## src/rtl/keypad_scanner.sv

```systemverilog
// keypad_scanner: 4x4 matrix column scan, whole-frame debounce, one-hot key report.
// Define KEYPAD_RELEASE_EN to also strobe an all-zero code when a key is released.
module keypad_scanner #(
   parameter int SCAN_CNT     = 1000,
   parameter int DEBOUNCE_CNT = 4
) (
   input  logic        clk,
   input  logic        rst,
   input  logic [3:0]  key_row,
   output logic [3:0]  key_col,
   output logic [15:0] scan_data,
   output logic        valid,
   output logic        multi_key
);

   localparam int CW = (SCAN_CNT > 1) ? $clog2(SCAN_CNT) : 1;
   localparam int SW = $clog2(DEBOUNCE_CNT + 1);
   localparam logic [CW-1:0] CNT_LAST = CW'(SCAN_CNT - 1);
   localparam logic [SW-1:0] STB_MAX  = SW'(DEBOUNCE_CNT);

   logic [CW-1:0] r_cnt;
   logic [1:0]    r_col;
   logic [15:0]   r_frame;
   logic [15:0]   r_frame_cur;
   logic [15:0]   r_frame_prev;
   logic [15:0]   r_accept;
   logic [15:0]   r_data;
   logic [SW-1:0] r_stable;
   logic          r_rdy;
   logic          r_valid;
   logic          r_multi;

   logic          w_last;
   logic          w_same;
   logic [SW-1:0] w_stable_nxt;
   logic          w_take;
   logic          w_zero;
   logic          w_onehot;
`ifdef KEYPAD_RELEASE_EN
   logic          w_prev_onehot;
`endif

   assign w_last    = (r_cnt == CNT_LAST);
   assign key_col   = 4'b0001 << r_col;
   assign scan_data = r_data;
   assign valid     = r_valid;
   assign multi_key = r_multi;

   // Column dwell and frame capture; r_rdy marks the edge after a full frame.
   always_ff @(posedge clk or negedge rst) begin
      if (!rst) begin
         r_cnt       <= '0;
         r_col       <= 2'd0;
         r_frame     <= '0;
         r_frame_cur <= '0;
         r_rdy       <= 1'b0;
      end else begin
         r_rdy <= 1'b0;
         if (w_last) begin
            r_cnt                     <= '0;
            r_col                     <= r_col + 2'd1;
            r_frame[{r_col, 2'b00} +: 4] <= key_row;
            if (r_col == 2'd3) begin
               r_frame_cur <= {key_row, r_frame[11:0]};
               r_rdy       <= 1'b1;
            end
         end else begin
            r_cnt <= r_cnt + CW'(1);
         end
      end
   end

   always_comb begin
      w_same = (r_frame_cur == r_frame_prev);
      if (!w_same) begin
         w_stable_nxt = SW'(1);
      end else if (r_stable == STB_MAX) begin
         w_stable_nxt = r_stable;
      end else begin
         w_stable_nxt = r_stable + SW'(1);
      end
      w_take   = r_rdy && (w_stable_nxt == STB_MAX) &&
                 (r_frame_cur != r_accept);
      w_zero   = (r_frame_cur == 16'h0000);
      w_onehot = !w_zero &&
                 ((r_frame_cur & (r_frame_cur - 16'd1)) == 16'h0000);
`ifdef KEYPAD_RELEASE_EN
      w_prev_onehot = (r_accept != 16'h0000) &&
                      ((r_accept & (r_accept - 16'd1)) == 16'h0000);
`endif
   end

   always_ff @(posedge clk or negedge rst) begin
      if (!rst) begin
         r_frame_prev <= '0;
         r_stable     <= '0;
         r_accept     <= '0;
         r_data       <= '0;
         r_valid      <= 1'b0;
         r_multi      <= 1'b0;
      end else begin
         r_valid <= 1'b0;
         if (r_rdy) begin
            r_frame_prev <= r_frame_cur;
            r_stable     <= w_stable_nxt;
         end
         if (w_take) begin
            r_accept <= r_frame_cur;
            if (w_onehot) begin
               r_data  <= r_frame_cur;
               r_valid <= 1'b1;
               r_multi <= 1'b0;
            end else if (w_zero) begin
               r_multi <= 1'b0;
`ifdef KEYPAD_RELEASE_EN
               if (w_prev_onehot) begin
                  r_data  <= 16'h0000;
                  r_valid <= 1'b1;
               end
`endif
            end else begin
               r_multi <= 1'b1;
            end
         end
      end
   end

endmodule
```

## config.mk

```make
export PLATFORM = sky130hd
export DESIGN_NAME = keypad_scanner
export DESIGN_NICKNAME = d
export VERILOG_FILES = /design/src/rtl/keypad_scanner.sv
export SDC_FILE = /design/constraint.sdc
export NUM_CORES = 1
export LEC_CHECK = 0
export BUFFER_PORTS_ARGS = -buffer_cell sky130_fd_sc_hd__buf_2
export CORE_MARGIN = 4
export CORE_UTILIZATION = 60
export CTS_CLUSTER_SIZE = 28
export DETAILED_ROUTE_END_ITERATION = 10
export PLACE_DENSITY_LB_ADDON = 0.1
export SLEW_MARGIN = 10
export SYNTH_ARGS = -nofsm -noshare
export SYNTH_HDL_FRONTEND = slang
export SYNTH_SLANG_ARGS = --single-unit
```

## constraint.sdc

```tcl
create_clock -name clk -period 7.98 [get_ports clk]
set_input_delay 1.596 -clock clk [delete_from_list [all_inputs] [get_ports clk]]
set_output_delay 1.596 -clock clk [all_outputs]
set_load 0.03 [all_outputs]
```

==> impl_metrics.csv <==
group,metric,value,unit
yosys,synth-seq-cells,94,
power,p_leak,2.45,nW
yosys,ys_warn_count,0,
sta,relSlewSlack,0.389,
drt,drt-wirelength-per-cell,17.1,um
yosys,synth_edf_count,0,
power,switching_share,0.207,
clock_network,clock-sinks,94,
yosys,synth-seq-area-share,0.533,
drt,dr.pass1.iters,4,
yosys,synth_area_leaders,"dfrtp_1 (53%), mux2_2 (13%), xnor2_1 (4.0%)",
clock_network,cts-buffers-inserted,9,
clock_network,post_cts_buffers,0,
global_route,antenna_found_initial,0,
final_layout,design_area,4790,sq um
sta,rsz0062_at_grt,"false",
critical_path,worst_setup_path_end_kind,"register",
floorplanning,dieWidth,93.8,um
clock_network,htreeDepth,3,
sta,worst_pin_slew,0.916,ns
critical_path,critPathKind,"register to register",
critical_path,critPathLaunch,"r_frame_cur[9]$_DFFE_PN0P_",
yosys,ys.flop_type,"dfrtp_1",
power,finalPower,0.000852,W
yosys,synth_top_area_share,0.533,
place,postPlaceCellArea,4560,sq um
global_route,grtUsageTotal,0.202,
drt,drc,0,
power,pwr-share-comb,0.023,
clock_network,cts-resized-gates,0,
place,portBuffers,27,
drt,final_antenna_net_count,0,
final_layout,area_delta_synth_final,8.54,%
sta,finalClockSkew,0.0105,ns
critical_path,arrival,4.17,ns
yosys,synth_cell_types,42,
final_layout,antenna_cells,0,
sta,hold_viol,0,
yosys,syn_area_per_cell,12.1,sq um
drt,drt_wl_total,8210,um
critical_path,worstPathRequired,8.22,ns
place,dpl.hpwl,5760,um
yosys,synth_area,4410,sq um
sta,clock.fmax,254,MHz
sta,report.final.slew_viol_count,0,
critical_path,r2r-start,"r_frame_cur[9]$_DFFE_PN0P_",
critical_path,path_max_fanout,19,
power,power.density,178,nW/um^2
global_route,grt_pass1_wl,13400,um
global_route,grt_max_degree,77,
drt,vias,2674,
sta,setup_tns,0,ns
critical_path,startpoint_type,"register",
power,p_seq_frac,0.563,
yosys,yosys.area.top_type,"dfrtp_1",
global_route,grt_pass1_vias,2577,
floorplanning,die_h,93.8,um
drt,vias_per_cell,5.56,
yosys,synth_commonest_cells,"dfrtp_1 (94), mux2_2 (50), nand2_1 (36), xnor2_1 (20), xor2_1 (20)",
power,switchingPower,0.000177,W
clock_network,cts-root-buf,"clkbuf_8",
min_path,min_from,"r_cnt[0]$_DFF_PN0_",
run,drv_cap,0,
power,clock_power_share,0.414,
yosys,yosysMostFrequentCell,"dfrtp_1",
sta,setup_violations,0,
yosys,async_reset_ff_frac,1.00,
floorplanning,num_rows,30,
power,internal-power,0.000676,W
sta,period_needed,3.93,ns
yosys,syn_inst,365,
yosys,syn-num-nets,381,
global_route,grt_overflow,0,
floorplanning,ioPinCount,28,
floorplanning,start_util,0.632,
final_layout,drive_gt1_frac,0.283,
clock_network,cts_tree,"yes",
sta,min_period_over_period,0.493,
clock_network,cts_buffer_depth,2,
min_path,min_path_type,"register to register",
clock_network,cts_hold_buf,0,
status,outcome,"finished clean",
floorplanning,core_area,6980,sq um
drt,drt_first_iter_violations,151,
floorplanning,dieArea,8790,sq um
final_layout,nets,396,
power,ir_drop,0.000123,V
place,gp_congestion,0.811,
clock_network,clock_latency,0.36,ns
clock_network,clkTransAtPathRegs,0.09,ns
==> metrics by stage <==
step | hold slack [ns] | cells | setup slack, ns | util
after floorplan | 0.433 | 365 | 4.45 | -
after global placement | 0.449 | 465 | 4.13 | 0.653
after detailed placement | 0.450 | 465 | 4.06 | 0.653
after CTS | 0.462 | 481 | 4.04 | 0.686
after global routing | 0.473 | 481 | 3.76 | 0.686
final | 0.461 | 481 | 4.05 | 0.686
==> worst max-delay path, cell delays in order (launching register included) <==
cell,delay (ns)
dfrtp_1,0.59
xnor2_1,0.17
nand4_1,0.15
nor4_1,0.53
nand3_1,0.78
or4b_1,1.13
mux2_1,0.45
==> power groups by stage <==
| stage | Combinational [W] | Sequential [W] | Clock (W) |
|---|---|---|---|
| finish | 0.0000192 | 0.000480 | 0.000353 |
| global route | 0.0000223 | 0.000480 | 0.000382 |
| CTS | 0.0000203 | 0.000480 | 0.000361 |
| detailed placement | 0.0000201 | 0.000489 | 0 |
| global placement | 0.0000200 | 0.000489 | 0 |
| floorplan | 0.00000826 | 0.000487 | 0 |
==> layer usage <==
layer	GRT usage	share of wire	vias up
met2	0.309	0.48	52
met1	0.285	0.47	1323
met4	0.0578	0.012	0
li1	-	-	1286
met3	0.0529	0.040	13
met5	0	0	-
==> flip-flops by register name, summed over array words and instances, names as in the netlist <==
signal        flops
r_frame_cur      16
valid             1
r_col             2
r_frame          12
r_stable          3
r_frame_prev     16
multi_key         1
r_cnt            10
r_rdy             1
scan_data        16
r_accept         16
==> layout make-up <==
type,instances,area [sq um]
flip-flops and latches,94,2350
fillers,551,2190
repair buffers,29,153
clock buffers,11,151
multi-input cells,238,1900
well taps,96,120
clock inverters,5,81.3
inverters,8,30.0
==> path summary, 6_finish.rpt <==
check / cells after the start / endpoint / slack, ns
hold reg to reg: 1 / r_cnt[0]$_DFF_PN0_ / 0.46
setup reg to reg: 6 / scan_data[0]$_DFFE_PN0P_ / 4.05
hold / removal: 1 / r_cnt[0]$_DFF_PN0_ / 0.46
max in group asynchronous: 2 / r_accept[13]$_DFFE_PN0P_ / 5.70
setup / recovery: 6 / scan_data[0]$_DFFE_PN0P_ / 4.05
min in group asynchronous: 1 / r_cnt[7]$_DFF_PN0_ / 1.10
==> cell usage in the layout (no fill, tap or decap), types with 2 or more instances in the layout <==
cell type / Yosys / routed
or4_1: 3 / 3
ha_1: 10 / 10
o211ai_1: 2 / 2
clkbuf_8: 0 / 11
nor2_1: 14 / 14
or3_1: 3 / 3
mux2_1: 3 / 3
nand2b_1: 2 / 2
o21ai_0: 19 / 19
xor2_1: 20 / 20
nand2_1: 36 / 36
mux2_4: 10 / 10
buf_2: 1 / 26
a21oi_1: 3 / 3
maj3_1: 3 / 3
inv_1: 8 / 8
buf_4: 1 / 3
xnor2_1: 20 / 20
nor3b_1: 3 / 3
mux2_2: 50 / 50
dfrtp_1: 94 / 94
nor3_1: 2 / 2
nor4_1: 7 / 7
bufinv_16: 0 / 2
nand4_1: 6 / 6
nand3_1: 6 / 6
or4_4: 2 / 2
==> cell families after synthesis <==
kind of cell               synth area share
AOI/OAI and AO/OA                    0.0374
buffers and inverters                0.0360
adders and majority gates            0.0377
muxes                                 0.172
and+or+nand+nor                       0.105
DFF                                   0.533
xor gates and xnor gates             0.0794
(Power assumes the default switching activity.)
